--- src/rtl/types_pkg.sv ---
// Shared pipeline types; the fetch additions are the buffer entry, reset PC and PC step.
package types_pkg;

    localparam int DATA_BUS = 32;

    typedef logic [DATA_BUS-1:0] data_bus_t;

    typedef struct packed {
        data_bus_t instr;
    } fetch_entry_t;

    localparam data_bus_t FETCH_RESET_PC = 32'h0000_0000;
    localparam data_bus_t PC_STEP        = 32'd4;

    function automatic data_bus_t align_word(input data_bus_t addr);
        return {addr[DATA_BUS-1:2], 2'b00};
    endfunction

endpackage

--- src/rtl/fetch_fifo.sv ---
// In-order instruction buffer: synchronous FIFO with flush, count and empty/full flags.
module fetch_fifo
    import types_pkg::*;
#(
    parameter int DEPTH = 4,
    parameter int CW    = $clog2(DEPTH) + 1
) (
    input  logic         clk,
    input  logic         rst_n,
    input  logic         push,
    input  fetch_entry_t push_data,
    input  logic         pop,
    input  logic         flush,
    output fetch_entry_t head,
    output logic [CW-1:0] count,
    output logic         empty,
    output logic         full
);

    localparam int AW = $clog2(DEPTH);

    fetch_entry_t  mem [DEPTH];
    logic [AW-1:0] wr_ptr;
    logic [AW-1:0] rd_ptr;

    always_ff @(posedge clk) begin
        if (push && !flush) begin
            mem[wr_ptr] <= push_data;
        end
    end

    // Flush wins over any push or pop in the same cycle.
    always_ff @(posedge clk or negedge rst_n) begin
        if (!rst_n) begin
            wr_ptr <= '0;
            rd_ptr <= '0;
            count  <= '0;
        end else if (flush) begin
            wr_ptr <= '0;
            rd_ptr <= '0;
            count  <= '0;
        end else begin
            if (push) wr_ptr <= wr_ptr + AW'(1);
            if (pop)  rd_ptr <= rd_ptr + AW'(1);
            count <= count + CW'(push) - CW'(pop);
        end
    end

    assign head  = mem[rd_ptr];
    assign empty = (count == '0);
    assign full  = (count == CW'(DEPTH));

endmodule

--- src/rtl/fetch_stage.sv ---
// Instruction fetch: owns the PC, issues credit-limited word requests, buffers responses and
// hands {instr, pc, pc+4} to decode; a redirect flushes the buffer and discards in-flight words.
module fetch_stage
    import types_pkg::*;
#(
    parameter data_bus_t RESET_PC = FETCH_RESET_PC,
    parameter int        DEPTH    = 4
) (
    input  logic      clk,
    input  logic      rst_n,
    output logic      imem_req_o,
    output data_bus_t imem_addr_o,
    input  logic      imem_gnt_i,
    input  logic      imem_rvalid_i,
    input  data_bus_t imem_rdata_i,
    input  logic      redirect_i,
    input  data_bus_t redirect_pc_i,
    output logic      id_valid_o,
    input  logic      id_ready_i,
    output data_bus_t id_instr_o,
    output data_bus_t id_pc_o,
    output data_bus_t id_pc_plus4_o
);

    localparam int CW = $clog2(DEPTH) + 1;

    data_bus_t     fetch_pc;
    data_bus_t     head_pc;
    logic [CW-1:0] outstanding;
    logic [CW-1:0] discard;
    logic [CW-1:0] count;
    logic          empty;
    logic          full;
    logic [CW:0]   credit_used;
    logic          fire;
    logic          push;
    logic          pop;
    fetch_entry_t  push_entry;
    fetch_entry_t  head_entry;

    // Credit uses registered state only, so id_ready_i/imem_rvalid_i never reach imem_req_o.
    assign credit_used = {1'b0, count} + {1'b0, outstanding};
    assign imem_req_o  = rst_n && !redirect_i && (credit_used < (CW+1)'(DEPTH));
    assign imem_addr_o = align_word(fetch_pc);

    assign fire = imem_req_o && imem_gnt_i;
    assign push = imem_rvalid_i && (discard == '0) && !redirect_i;
    assign pop  = id_valid_o && id_ready_i && !redirect_i;

    assign push_entry.instr = imem_rdata_i;

    fetch_fifo #(
        .DEPTH (DEPTH),
        .CW    (CW)
    ) u_fifo (
        .clk       (clk),
        .rst_n     (rst_n),
        .push      (push),
        .push_data (push_entry),
        .pop       (pop),
        .flush     (redirect_i),
        .head      (head_entry),
        .count     (count),
        .empty     (empty),
        .full      (full)
    );

    always_ff @(posedge clk or negedge rst_n) begin
        if (!rst_n) begin
            fetch_pc    <= align_word(RESET_PC);
            head_pc     <= align_word(RESET_PC);
            outstanding <= '0;
            discard     <= '0;
        end else begin
            outstanding <= outstanding + CW'(fire) - CW'(imem_rvalid_i);
            if (redirect_i) begin
                fetch_pc <= align_word(redirect_pc_i);
                head_pc  <= align_word(redirect_pc_i);
                // Every word still in flight is stale, minus the one arriving right now.
                discard  <= outstanding - CW'(imem_rvalid_i);
            end else begin
                if (fire) fetch_pc <= fetch_pc + PC_STEP;
                if (pop)  head_pc  <= head_pc + PC_STEP;
                if (imem_rvalid_i && (discard != '0)) discard <= discard - CW'(1);
            end
        end
    end

    always_ff @(posedge clk) begin
        if (rst_n) begin
            assert (!(push && full));
            assert (credit_used <= (CW+1)'(DEPTH));
            assert (discard <= outstanding);
        end
    end

    assign id_valid_o    = !empty;
    assign id_instr_o    = head_entry.instr;
    assign id_pc_o       = head_pc;
    assign id_pc_plus4_o = head_pc + PC_STEP;

endmodule

--- config.mk ---
export PLATFORM = sky130hd
export DESIGN_NAME = fetch_stage
export DESIGN_NICKNAME = d
export VERILOG_FILES = /design/src/rtl/types_pkg.sv /design/src/rtl/fetch_fifo.sv /design/src/rtl/fetch_stage.sv
export SDC_FILE = /design/constraint.sdc
export NUM_CORES = 1
export LEC_CHECK = 0
export BUFFER_PORTS_ARGS = -buffer_cell sky130_fd_sc_hd__buf_2
export CAP_MARGIN = 5
export CORE_ASPECT_RATIO = 1.5
export CORE_MARGIN = 1
export CORE_UTILIZATION = 30
export CTS_CLUSTER_SIZE = 25
export DETAILED_ROUTE_END_ITERATION = 7
export SLEW_MARGIN = 15
export SYNTH_ARGS = -nofsm -noshare
export SYNTH_HDL_FRONTEND = slang
export SYNTH_SLANG_ARGS = --single-unit
--- constraint.sdc ---
create_clock -name clk -period 4 [get_ports clk]
set_clock_uncertainty 0.05 [all_clocks]
set_input_delay 0.2 -clock clk [delete_from_list [all_inputs] [get_ports clk]]
set_output_delay 0.2 -clock clk [all_outputs]
set_load 0.05 [all_outputs]
## After elaboration in Yosys (flattened, before gate mapping)

Memory sizes are Yosys's and may differ from the RTL's.
Cells that the tools add are included.

| storage, ports and cells | value |
|---|---|
| register bits | 77 |
| memory bits (writable) | 128 |
| bits of input ports | 70 |
| memories kept | 1 |

Memory list:

| memory | depth | bits a word | rd ports | clocked after memory_dff | wr ports | line | text |
|---|---|---|---|---|---|---|---|
| u_fifo.mem | 4 | 32 | 1 | 0 | 1 | fetch_fifo.sv:22 | `fetch_entry_t mem [DEPTH];` |

| cells by class | value |
|---|---|
| add/sub/neg operators | 11 |
| order comparisons | 1 |
| mux-type cells | 13 |
| reductions and logical operators | 18 |

Operators by type and width:

| operator | count |
|---|---|
| 2-to-1 mux 32 bit | 4 |
| adder 32 x 3 -> 32 bit (second input constant) | 2 |
| logical AND 1 bit | 9 |
| 2-to-1 mux 3 bit | 3 |
| subtractor 3 x 1 -> 3 bit | 3 |
| 2-to-1 mux 2 bit | 4 |
| nonzero test 2 bit | 4 |
| adder 3 x 1 -> 3 bit | 2 |
| logical NOT 3 bit | 2 |
| adder 2 x 1 -> 2 bit (second input constant) | 2 |
| adder 3 x 3 -> 4 bit | 1 |
| less-than comparator 4 x 3 -> 1 bit (second input constant) | 1 |
| nonzero test 3 bit | 1 |
| subtractor 3 x 1 -> 3 bit (second input constant) | 1 |
| logical NOT 1 bit | 2 |
| 2-to-1 mux 1 bit | 2 |

## Depth between registers and ports, before layout

| logic depth | value |
|---|---|
| word-level depth | 6 |
| depth in mapped cells | 12 |
| mapped depth without buffers | 10 |

## Hierarchy

From an unflattened synthesis, not the netlist that was laid out.

| second synthesis, totals | value |
|---|---|
| cells, all modules | 718 |
| area total of the unflattened synthesis | 9484.1 µm² |

By module, submodules not included:

| module | instances | cells each | area each (µm²) | seq. area each (µm²) |
|---|---|---|---|---|
| fetch_fifo | 1 | 207 | 5103.6 | 4018.9 |
| fetch_stage | 1 | 511 | 4380.5 | 1651.6 |

## Least setup slack after synthesis

Ideal clock, no wire load.

| timing | value |
|---|---|
| path kind | flip-flop to output port |
| start | reg head_pc[2] (netlist: id_pc_o[2]) |
| end | out id_pc_plus4_o[30] |
| arrival | 2.883 ns |
| data required time | 3.750 ns |
| path slack | 0.867 ns |
| cell stages (with the launch flop) | 8 |
| path buffers | 2 |
| cell sequence | dfrtp_1 > ha_1 > nand3_1 > or4_1 > buf_4 > buf_6 > nor3_1 > xor2_1 |

| on the way | value |
|---|---|
| cells in the longest elaborated chain, start to end | 1 |

RTL lines:

| what | line | text |
|---|---|---|
| start: declaration | fetch_stage.sv:28 | `data_bus_t head_pc;` |
| start signal: assignment | fetch_stage.sv:71 | `head_pc <= align_word(RESET_PC);` |
| start signal: assignment | fetch_stage.sv:78 | `head_pc <= align_word(redirect_pc_i);` |
| start signal: assignment | fetch_stage.sv:83 | `if (pop) head_pc <= head_pc + PC_STEP;` |
| adder 32 x 3 -> 32 bit | fetch_stage.sv:100 | `assign id_pc_plus4_o = head_pc + PC_STEP;` |
| end: declaration | fetch_stage.sv:22 | `output data_bus_t id_pc_plus4_o` |

No other way between the ends.

## Worst setup path after layout

Same ends and word-level chain as after synthesis.

==> flow_summary.ini <==
[sta]
timing.slew.headroom = 0.393
finalHoldWorstSlack_ns = 0.0363
post-route-period-util = 0.831
finalMaxSlewViolations = 0
final-hold-violation-count = 0
tightestPinTransition_ns = 0.911
final.min_clock_period_ns = 3.32
timing.fmax_mhz = 301
total_negative_setup_slack_ns = 0
setup-violations-final = 0
rsz_0062_raised_after_global_routing = false

[synth]
synthDominantAreaCellType = edfxtp_1
yosys-top-cells-area = edfxtp_1 (41%), dfrtp_1 (20%), mux4_2 (7.7%)
number_of_synthesis_warnings = 0
synthFlopType = edfxtp_1
post_synth_edffs = 128
synth_top_area_frac = 0.412
synth.ff_latch_count = 201
netlist_instances = 701
post_synth_num_cell_types = 51
share_of_synthesized_registers_carrying_an_async_set_or_reset = 0.363
syn-cell-area_um2 = 9330
synth.yosys.seq_area_share = 0.608
avg_synthesized_cell_area_um2 = 13.3

[placed_design]
place.gp.congestion = 0.820
post-dp-hpwl_mm = 16.8
io_buffer_count = 191
dp.cells = 1269

[detailed_routing]
drt_pre_antenna_iters = 4
drc = 0
routed_via_density = 4.81
routedWlPerCell_um = 17.8
dr_total_vias = 6551
detail_route.wirelength_mm = 24.2
detail_route.iter0.violations = 263
ant_nets = 0

[grt]
congestion_overflow_gr = 0
grt_antenna_before_repair = 1
grt_max_degree = 61
grt_first_pass_wirelength_mm = 37.5
grt_pass1_vias = 6722
grtUsageTotal = 0.151

[floorplanning]
die_width_um = 146
pin_count = 200
die_area_um2 = 31800
die_h_um = 218
floorplan.rows = 78
initial_core_util = 0.306
core_area_um2 = 30400

[cells_and_area]
final_cell_count_no_fill = 1361
utilization = 0.391
final.fill_count = 2968
multi_input_comb_area_um2 = 3410
flow.area_growth_from_synthesis_pct = 27.5
layout.cells.most_common_list = buf_2 (190), edfxtp_1 (128), dfrtp_1 (72)
layout-drive-gt1-share = 0.296
regArea_um2 = 5670
layout_commonest_cell = buf_2
antenna_cells = 0
final_net_count = 1035

[critical_path]
worstPathCellList = ha_1 -> nand3_1 -> or4_1 -> nor3_1 -> xor2_1 -> buf_2
critical-path-max-stage-delay_ns = 0.86
end_kind = output port
worst_r2r_startpoint = outstanding[2]$_DFF_PN0_
timing.reg2reg.setup_slack_ns = 1.33
slowest_cell_on_crit_path = or4_1
timing.critical_path.required_ns = 3.75
worst-setup-path-type = flip-flop to output port
crit_path_max_fanout = 16
startpoint_type = flip-flop
critPathArrivalTime_ns = 3.07
crit_path_start = id_pc_o[2]$_DFFE_PN0N_

[clocking]
cts_root_buffer = clkbuf_16
cts_setup_buffers = 0
numCtsBuffers = 21
cts_resized = 0
clkSinkCount = 201
clk_pin_slew_ns = 0.06
tritoncts = done
cts_buffer_depth = 3
cts-htree-levels = 1
worst_skew_pair.late_latency_ns = 0.49

[status]
status = finished clean

[worst_hold_path]
min-delay-path-class = input port to async pin

[pwr]
power.static_leakage_nw = 4.60
worst_ir_drop_vdd_uv = 328
powerDensity_nw_per_um2 = 542

[job]
maxCapViolations = 0
==> through the flow <==
step	setup slack [ns]	cell area, um^2	power [mW]
after global placement	1.18	10700	4.65
after global routing	0.435	11900	6.75
after floorplan	0.867	9350	4.14
after CTS	0.608	11900	6.53
final	0.677	11900	6.45
after detailed placement	1.14	10700	4.66
==> cells in the mapped netlist (4+ instances only) <==
cell        n
a21oi_1     6
nor3_1     21
mux2i_1     4
and4_1      8
dfrtp_1    73
mux2_2      6
and2_1      7
nand2_1    57
o311ai_1    4
nor2_1     45
nand3_1    34
inv_1      22
buf_1       4
nor4_1      7
a21boi_1    6
nand2b_1    8
ha_1       16
o21ai_0    16
xnor2_1    42
and3_1      8
a21boi_0    8
buf_4       7
o211ai_1    6
edfxtp_1  128
xor2_1     34
buf_2       6
clkbuf_1   22
mux4_2     32
nand4_1    17
o21ai_1    14
==> report_power, final <==
group | switching (mW) | internal (mW) | leakage (nW)
clock | 0.779 | 1.03 | 0.294
combinational | 1.41 | 0.637 | 2.28
sequential | 0.223 | 2.37 | 2.03
total | 2.41 | 4.04 | 4.60
==> layout make-up <==
cell class                 count  area share
multi-input combinational    442       0.287
sequential                   201       0.477
tap                          400      0.0421
inverter                      23     0.00726
timing repair buffer         258       0.134
clock buffer                  27      0.0461
clock inverter                10     0.00673
==> sequential cells by signal, summed over array words and instances, names as in the netlist <==
signal and cells:
u_fifo.wr_ptr 2, outstanding 3, discard 3, u_fifo.count 3, u_fifo.mem 128, u_fifo.rd_ptr 2, id_pc_o 30, fetch_pc 30
==> final timing paths <==
check / endpoint / cells past startpoint
max: id_pc_plus4_o[30] / 6
min: id_pc_o[25]$_DFFE_PN0N_ / 2
max reg2reg: outstanding[2]$_DFF_PN0_ / 10
min reg2reg: fetch_pc[28]$_DFFE_PN0P_ / 1
max in group asynchronous: u_fifo.rd_ptr[1]$_DFFE_PN0N_ / 3
min in group clk: id_pc_o[30]$_DFFE_PN0N_ / 3
==> logic make-up after synthesis <==
family	after synthesis	share of synthesized area
XOR/XNOR	76	0.0714
flip-flops	201	0.608
other	1	0.000402
multiplexers	42	0.0888
adder cells (fa/ha/maj)	18	0.0258
AO/OA/AOI/OAI	73	0.0500
buffers and inverters	63	0.0298
AND/OR/NAND/NOR	227	0.126
==> timing repair <==
item                                    in CTS  in global routing
hold endpoints to repair                   182                  0
hold buffers                                55                  0
endpoints found under the setup margin       0                  0
==> worst max-delay path, delay by kind of cell, from the launching register on <==
family | cells | cell delay (ns)
xor+xnor | 1 | 0.16
simple gates | 3 | 1.42
flops | 1 | 0.46
buf+inv | 1 | 0.28
fa+ha+maj | 1 | 0.25
==> per-layer routing <==
| layer | share of wire | vias to the layer above | track usage |
|---|---|---|---|
| met4 | 0.034 | 0 | 0.0566 |
| met5 | 0 | - | 0 |
| met3 | 0.049 | 53 | 0.0224 |
| li1 | - | 3066 | - |
| met1 | 0.39 | 3207 | 0.171 |
| met2 | 0.53 | 225 | 0.284 |
(Power assumes the default switching activity.)
